<file path="src/rtl/btn_debounce.sv">
// rtl/btn_debounce.sv - two-flop synchronised, counter-debounced push button with press/release strobes
// Optional long-press strobe enabled by defining BTN_DEBOUNCE_LONGPRESS_EN.
module btn_debounce #(
  parameter int DB_CYCLES   = 16,
  parameter int LONG_CYCLES = 256,
  parameter int CNT_WIDTH   = 20
) (
  input  logic CLK,
  input  logic RST_X,
  input  logic BTN_IN,
  output logic BTN_LEVEL,
  output logic BTN_PRESS,
  output logic BTN_RELEASE,
  output logic BTN_LONG
);

  localparam logic [1:0] ST_IDLE       = 2'd0;
  localparam logic [1:0] ST_PRESS_WAIT = 2'd1;
  localparam logic [1:0] ST_HELD       = 2'd2;
  localparam logic [1:0] ST_REL_WAIT   = 2'd3;

  localparam int unsigned CNT_TOP_I = (DB_CYCLES > LONG_CYCLES) ? DB_CYCLES : LONG_CYCLES;
  localparam logic [CNT_WIDTH-1:0] DB_C    = CNT_WIDTH'(DB_CYCLES);
  localparam logic [CNT_WIDTH-1:0] CNT_TOP = CNT_WIDTH'(CNT_TOP_I);

  logic                 s1;
  logic                 s2;
  logic [1:0]           state;
  logic [CNT_WIDTH-1:0] cnt;

`ifdef BTN_DEBOUNCE_LONGPRESS_EN
  localparam logic [CNT_WIDTH-1:0] LONG_C = CNT_WIDTH'(LONG_CYCLES);
  logic long_q;
  logic long_done;
  assign BTN_LONG = long_q;
`else
  assign BTN_LONG = 1'b0;
`endif

  always_ff @(posedge CLK or negedge RST_X) begin
    if (!RST_X) begin
      s1 <= 1'b0;
      s2 <= 1'b0;
    end else begin
      s1 <= BTN_IN;
      s2 <= s1;
    end
  end

  always_ff @(posedge CLK or negedge RST_X) begin
    if (!RST_X) begin
      state       <= ST_IDLE;
      cnt         <= '0;
      BTN_LEVEL   <= 1'b0;
      BTN_PRESS   <= 1'b0;
      BTN_RELEASE <= 1'b0;
`ifdef BTN_DEBOUNCE_LONGPRESS_EN
      long_q      <= 1'b0;
      long_done   <= 1'b0;
`endif
    end else begin
      BTN_PRESS   <= 1'b0;
      BTN_RELEASE <= 1'b0;
`ifdef BTN_DEBOUNCE_LONGPRESS_EN
      long_q      <= 1'b0;
`endif
      case (state)
        ST_IDLE: begin
          if (s2) begin
            state <= ST_PRESS_WAIT;
            cnt   <= CNT_WIDTH'(1);
          end
        end
        ST_PRESS_WAIT: begin
          if (!s2) begin
            state <= ST_IDLE;
            cnt   <= '0;
          end else if (cnt == DB_C) begin
            state     <= ST_HELD;
            cnt       <= '0;
            BTN_LEVEL <= 1'b1;
            BTN_PRESS <= 1'b1;
`ifdef BTN_DEBOUNCE_LONGPRESS_EN
            long_done <= 1'b0;
`endif
          end else if (cnt != CNT_TOP) begin
            cnt <= cnt + 1'b1;
          end
        end
        ST_HELD: begin
          if (!s2) begin
            state <= ST_REL_WAIT;
            cnt   <= CNT_WIDTH'(1);
          end
`ifdef BTN_DEBOUNCE_LONGPRESS_EN
          // long_done survives release bounces so the strobe fires once per press
          else if (!long_done) begin
            cnt <= cnt + 1'b1;
            if (cnt == LONG_C - 1'b1) begin
              long_q    <= 1'b1;
              long_done <= 1'b1;
            end
          end
`endif
        end
        ST_REL_WAIT: begin
          if (s2) begin
            state <= ST_HELD;
            cnt   <= '0;
          end else if (cnt == DB_C) begin
            state       <= ST_IDLE;
            cnt         <= '0;
            BTN_LEVEL   <= 1'b0;
            BTN_RELEASE <= 1'b1;
          end else if (cnt != CNT_TOP) begin
            cnt <= cnt + 1'b1;
          end
        end
        default: begin
          state <= ST_IDLE;
          cnt   <= '0;
        end
      endcase
    end
  end

endmodule
</file>
<file path="config.mk">
export PLATFORM = sky130hd
export DESIGN_NAME = btn_debounce
export DESIGN_NICKNAME = d
export VERILOG_FILES = /design/src/rtl/btn_debounce.sv
export SDC_FILE = /design/constraint.sdc
export NUM_CORES = 1
export LEC_CHECK = 0
export ABC_AREA = 1
export BUFFER_PORTS_ARGS = -buffer_cell sky130_fd_sc_hd__buf_2
export CAP_MARGIN = 20
export CORE_MARGIN = 10
export CORE_UTILIZATION = 40
export DETAILED_ROUTE_END_ITERATION = 8
export SYNTH_ARGS = -nofsm -noshare
export SYNTH_HDL_FRONTEND = slang
export SYNTH_SLANG_ARGS = --single-unit
</file>
<file path="constraint.sdc">
create_clock -name CLK -period 3.36 [get_ports CLK]
set_clock_uncertainty 0.15 [all_clocks]
set_input_delay 0.168 -clock CLK [delete_from_list [all_inputs] [get_ports CLK]]
set_output_delay 0.168 -clock CLK [all_outputs]
set_load 0.02 [all_outputs]
</file>
==> results of run 1 <==
==> registers in the layout, summed over array words and instances (netlist names), named ones only <==
name,cells
state,1
cnt,20
s1,1
BTN_LEVEL,1
BTN_PRESS,1
s2,1
BTN_RELEASE,1
==> kinds of logic (layout without fill, tap and decap cells) <==
group | after synthesis | in the layout | share of synthesized area, %
DFF | 27 | 27 | 36.5
other | 1 | 1 | 0.203
adders and majority gates | 2 | 2 | 1.35
AOI/OAI and AO/OA | 11 | 11 | 4.06
and+or+nand+nor | 180 | 180 | 44.9
xor gates and xnor gates | 6 | 6 | 2.84
buffers and inverters | 40 | 46 | 10.1
==> cells in the mapped netlist, drive strengths merged <==
| cell type | count | area, um2 |
|---|---|---|
| o211ai | 1 | 7.51 |
| o22ai | 2 | 12.5 |
| xor2 | 6 | 52.6 |
| nand4 | 5 | 31.3 |
| inv | 35 | 139 |
| nor2 | 39 | 176 |
| nand3 | 43 | 230 |
| nor3 | 4 | 25.0 |
| ha | 2 | 25.0 |
| dfrtp | 27 | 676 |
| buf | 5 | 48.8 |
| a21oi | 1 | 5.00 |
| nand3b | 1 | 7.51 |
| or2 | 2 | 15.0 |
| conb | 1 | 3.75 |
| nand2 | 86 | 345 |
| o21ai | 7 | 50.1 |
==> how the worst max path moves through the flow <==
| stage | from | endpoint | slack, ns | cells past startpoint |
|---|---|---|---|---|
| after global routing | cnt[0] | cnt[10] | 1.42 | 8 |
| final | cnt[0] | cnt[10] | 1.52 | 8 |
| after CTS | cnt[0] | cnt[10] | 1.53 | 8 |
| after detailed placement | cnt[0] | cnt[10] | 1.56 | 8 |
| after floorplan | cnt[0] | cnt[10] | 1.69 | 8 |
| after global placement | cnt[0] | cnt[10] | 1.60 | 8 |
==> where the power goes <==
| part | total, mW | internal, mW | switching [mW] |
|---|---|---|---|
| sequential | 0.388 | 0.350 | 0.0381 |
| combinational | 0.298 | 0.0864 | 0.211 |
| clock | 0.195 | 0.0852 | 0.110 |
==> area by class of cell <==
type                    instances  area, um2  area share (%)
clock buffers                   4       45.0            2.30
inverters                      35        139            7.10
multi-input cells             200        987            50.4
flip-flops and latches         27        676            34.5
well taps                      52       65.1            3.32
repair buffers                  7       45.0            2.30
==> metrics by stage <==
| step | instance area (um2) | total power [mW] | cells | setup WS (ns) | hold slack, ns |
|---|---|---|---|---|---|
| after floorplan | 1850 | 0.631 | 267 | 1.69 | -0.278 |
| after global placement | 1890 | 0.691 | 319 | 1.60 | 0.0727 |
| after detailed placement | 1890 | 0.695 | 319 | 1.56 | 0.0769 |
| after CTS | 1960 | 0.892 | 325 | 1.53 | 0.209 |
| after global routing | 1960 | 0.952 | 325 | 1.42 | 0.233 |
| final | 1960 | 0.881 | 325 | 1.52 | 0.207 |
==> metal layers <==
layer	vias to the layer above	track usage [%]	wire, um
li1	850	-	-
met1	729	16.3	2060
met2	25	18.0	1760
met3	2	2.32	155
met4	0	1.71	22
met5	-	0	0
==> run summary, run 1 <==
## Clocking
* built — CTS tree
* sky130_fd_sc_hd__clkbuf_8 — buffer cell driving the clock tree root
* 3 — Inserted Clock Buffers
* 0.10 ns — Clk pin slew, worst setup/hold paths
* 2 — number of hold buffers added after cts
* 1 — Max H-tree Level
* 0.28 ns — worst-skew pair later-pin latency
* 0 — post-CTS resize count
* 2 — maximum clock path buffer count
* 0 — post-CTS setup-driven buffer insertion count
* 27 — clk sinks

## Floorplanning
* 4410 um2 — area of the core
* 7750 um2 — area enclosed by the die boundary
* 7 — number of primary I/O pins
* 88.0 um — die outline height
* 88.0 um — Die W
* 24 — row count
* 41.9% — Starting Density

## Final layout
* 463 — number of fill cells
* 5.75% — post-synthesis to final-layout area growth
* 44.3% — final core utilization
* sky130_fd_sc_hd__nand2_1, sky130_fd_sc_hd__nand3_1, sky130_fd_sc_hd__nor2_1, sky130_fd_sc_hd__inv_1, sky130_fd_sc_hd__dfrtp_1 — highest-count cells in the layout ignoring fill and taps
* 279 — final-stage net count
* sky130_fd_sc_hd__nand2_1 — leading cell type in the layout, fill and taps excluded
* 0 — number of antenna repair diodes
* 12.5% — share of cells above drive strength 1

## Setup path
* ha_1 -> nand3_1 -> inv_1 -> nand3_1 -> inv_1 -> or2_2 -> nand3_1 -> nand2_1 — cell chain of the critical path
* sky130_fd_sc_hd__dfrtp_1 — Critical-path top delay cell
* simple AND/OR/NAND/NOR gates — largest delay contributor family on the critical path
* 2 — sum of buffers and inverters on the critical path
* sky130_fd_sc_hd__nand3_1 — most used cell along the critical path
* 1.87 ns — Worst EP arrival
* cnt[10] — worst r2r dst
* 8 — length in cells of the worst reg-to-reg path
* cnt[0] — worst flop-to-flop path startpoint
* 3.39 ns — required time worst endpoint
* flop to flop — critical path type
* 1.52 ns — Reg2Reg Setup Slack
* flop — type of destination of the critical path
* flop — Startpoint Class
* 7 — maximum fanout encountered on the critical timing path
* 0.46 ns — slowest cell delay on critical path

## Power and ir drop
* 0.965 nW — leakage power figure
* 0.349 mV — worst-case vdd ir drop
* 450 nW/um2 — power per standard cell area

## Yosys
* 31 — number of distinct library cells after synthesis
* 27 — synthesis-stage register bit count
* 0 — number of warnings reported in the yosys synthesis log
* 6.93 um2 — Synth Area per Inst
* 272 — post-synth net total
* 36.5% — part of the Yosys area used for sequential elements
* 1850 um2 — Cell Area, Synth
* 267 — Post-Synthesis Cells

## Placed design
* 3030 um — estimated wirelength of the detail-placed design
* 5 — port buffer count
* 0.845 — global placement routability congestion

## Job
* 0 — max-capacitance violation count

## Timing
* 0 — pins over their slew limit
* 54.7% — Tcrit/Tclk final
* 58.6% — headroom to the max-slew limit
* 1.84 ns — final critical path time including I/O delays and setup
* 544 MHz — achievable frequency
* no — setup repair after global routing missed its margin
* 0 — final-report setup violation count
* 0.620 ns — Worst Tran Pin Value
* 0 ns — Total Neg Setup Slack
* 0 — Final Hold Vio Count

## Global route
* 7430 um — wire length of the first global-routing pass
* 11.5% — aggregate global-route resource usage
* 1570 — vias in the first global route
* 0 — final global-route overflow total
* 0 — antenna violations before repair
* 28 — largest net degree at the start of global routing

## Routing
* 4.94 — via density per instance
* 4 — total iterations of the first detailed-routing run
* 4000 um — wire length reported by the detailed router
* 12.3 um — DR WL/cell
* 1606 — routed vias
* 101 — number of DRC markers in iteration 0
* 0 — post-route DRC violation count
* 0 — antenna-violating nets left

## Min path
* s1 — startpoint of the most critical hold path
* flop to flop — min-delay worst type
* s2 — capture endpoint of the worst hold path
* 0 — cell depth of the worst min-delay path

## Status
* finished clean — result of the run

Power figures use the tool's default switching activity.
==> run 2, diff against run 1 <==
==> constraint.sdc (replaced) <==
create_clock -name CLK -period 1.9 [get_ports CLK]
set_clock_uncertainty 0.15 [all_clocks]
set_input_delay 0.095 -clock CLK [delete_from_list [all_inputs] [get_ports CLK]]
set_output_delay 0.095 -clock CLK [all_outputs]
set_load 0.02 [all_outputs]
==> run summary, run 2 (synthesized netlist as in run 1, its figures left out) <==
## Final layout
* sky130_fd_sc_hd__nand2_1, sky130_fd_sc_hd__nand3_1, sky130_fd_sc_hd__nor2_1, sky130_fd_sc_hd__inv_1, sky130_fd_sc_hd__dfrtp_1 — highest-count cells in the layout ignoring fill and taps
* sky130_fd_sc_hd__nand2_1 — leading cell type in the layout, fill and taps excluded
* cnt — register with the most flip-flops
* 0 — number of antenna repair diodes
* 15.1% — share of cells above drive strength 1
* 331 — number of standard cells in the final layout excluding fillers
* 2000 um2 — final design instance area without fill
* 285 — final-stage net count
* 8.18% — post-synthesis to final-layout area growth
* 20 — max reg flops

## Clocking
* sky130_fd_sc_hd__clkbuf_8 — buffer cell driving the clock tree root
* 3 — Inserted Clock Buffers
* 0.09 ns — Clk pin slew, worst setup/hold paths
* 1 — Max H-tree Level
* 0.28 ns — worst-skew pair later-pin latency
* 27 — clk sinks
* built — CTS tree
* 0 — post-CTS setup-driven buffer insertion count
* 2 — maximum clock path buffer count

## Placed design
* 1940 um2 — cell area after placement
* 0.106 ns — dpl ws
* 5 — port buffer count
* 3200 um — estimated wirelength of the detail-placed design
* 0.854 — global placement routability congestion
* 325 — total placed cells including tap cells

## Routing
* 4170 um — wire length reported by the detailed router
* 12.6 um — DR WL/cell
* 0 — antenna-violating nets left
* 4.96 — via density per instance
* 4 — total iterations of the first detailed-routing run
* 0 — post-route DRC violation count
* 101 — number of DRC markers in iteration 0
* 1643 — routed vias

## Timing
* no — setup repair after global routing missed its margin
* 0 ns — Total Neg Setup Slack
* 0 — final-report setup violation count
* 0 — Final Hold Vio Count
* 60.0% — headroom to the max-slew limit
* 1.78 ns — final critical path time including I/O delays and setup
* 0 — pins over their slew limit
* 0.125 ns — worst setup slack after layout
* 0.202 ns — tightest hold margin
* 93.4% — Tcrit/Tclk final
* 0.600 ns — Worst Tran Pin Value
* 563 MHz — achievable frequency

## Floorplanning
* 88.0 um — die outline height
* 88.0 um — Die W
* 4410 um2 — area of the core
* 24 — row count
* 7750 um2 — area enclosed by the die boundary
* 41.9% — Starting Density
* 7 — number of primary I/O pins

## Setup path
* flop — Startpoint Class
* flop — type of destination of the critical path
* 0.12 ns — Reg2Reg Setup Slack
* cnt[0] — worst flop-to-flop path startpoint
* flop to flop — critical path type
* 1.92 ns — required time worst endpoint
* 1.79 ns — Worst EP arrival
* cnt[4] — worst r2r dst
* 10 — length in cells of the worst reg-to-reg path
* cnt[0] — CP startpoint
* 7 — maximum fanout encountered on the critical timing path

## Global route
* 11.9% — aggregate global-route resource usage
* 28 — largest net degree at the start of global routing
* 7480 um — wire length of the first global-routing pass
* 0 — antenna violations before repair
* 0 — final global-route overflow total
* 1621 — vias in the first global route

## Status
* finished clean — result of the run

## Job
* 0 — max-capacitance violation count

## Power and ir drop
* 794 nW/um2 — power per standard cell area
* 0.584 mV — worst-case vdd ir drop
* 0.993 nW — leakage power figure

## Min path
* input pin to asynchronous set/reset pin — min-delay worst type

-- run 2: final cells by class --
class                      instances  area [um2]
fill                             456        2410
inverter                          35         139
tap                               52        65.1
timing repair buffer              13        90.1
multi-input combinational        200         987
sequential                        27         676
clock buffer                       4        45.0
-- run 2: stage by stage --
step | util [%] | power [mW]
floorplan | - | 1.12
global placement | 43.9 | 1.27
detailed placement | 43.9 | 1.27
CTS | 45.4 | 1.61
global route | 45.4 | 1.72
finish | 45.4 | 1.59
-- run 2: worst max-delay path by stage --
stage	to	slack (ns)
finish	cnt[4]	0.12
global placement	cnt[4]	0.11
detailed placement	cnt[4]	0.11
floorplan	cnt[10]	0.23
CTS	cnt[4]	0.09
global route	cnt[9]	0.005
-- run 2: worst max-delay path: stages, from the launching register on --
cell and delay, ns:
sky130_fd_sc_hd__dfrtp_1 0.39, sky130_fd_sc_hd__buf_4 0.16, sky130_fd_sc_hd__inv_2 0.08, sky130_fd_sc_hd__ha_1 0.14, sky130_fd_sc_hd__nand3_1 0.11, sky130_fd_sc_hd__inv_2 0.09
sky130_fd_sc_hd__nand3_2 0.13, sky130_fd_sc_hd__nand2_4 0.18, sky130_fd_sc_hd__inv_4 0.08, sky130_fd_sc_hd__nand3_1 0.09, sky130_fd_sc_hd__nand2_1 0.06
-- run 2: power breakdown --
group | internal, mW | leakage [nW] | switching, mW
logic | 0.185 | 0.604 | 0.408
registers | 0.619 | 0.366 | 0.0451
clock network | 0.151 | 0.0228 | 0.181
-- run 2: repair_timing --
action | CTS | global route
hold endpoints to repair | 28 | 0
resized for setup | 0 | 2
hold buffers | 2 | 0
endpoints found under the setup margin | 0 | 9
-- run 2: per-layer routing --
| metal | vias to the layer above | track usage (%) | wire (um) |
|---|---|---|---|
| met4 | 0 | 2.71 | 23 |
| li1 | 862 | - | - |
| met1 | 751 | 16.0 | 2120 |
| met2 | 28 | 19.2 | 1890 |
| met3 | 2 | 2.32 | 135 |
| met5 | - | 0 | 0 |
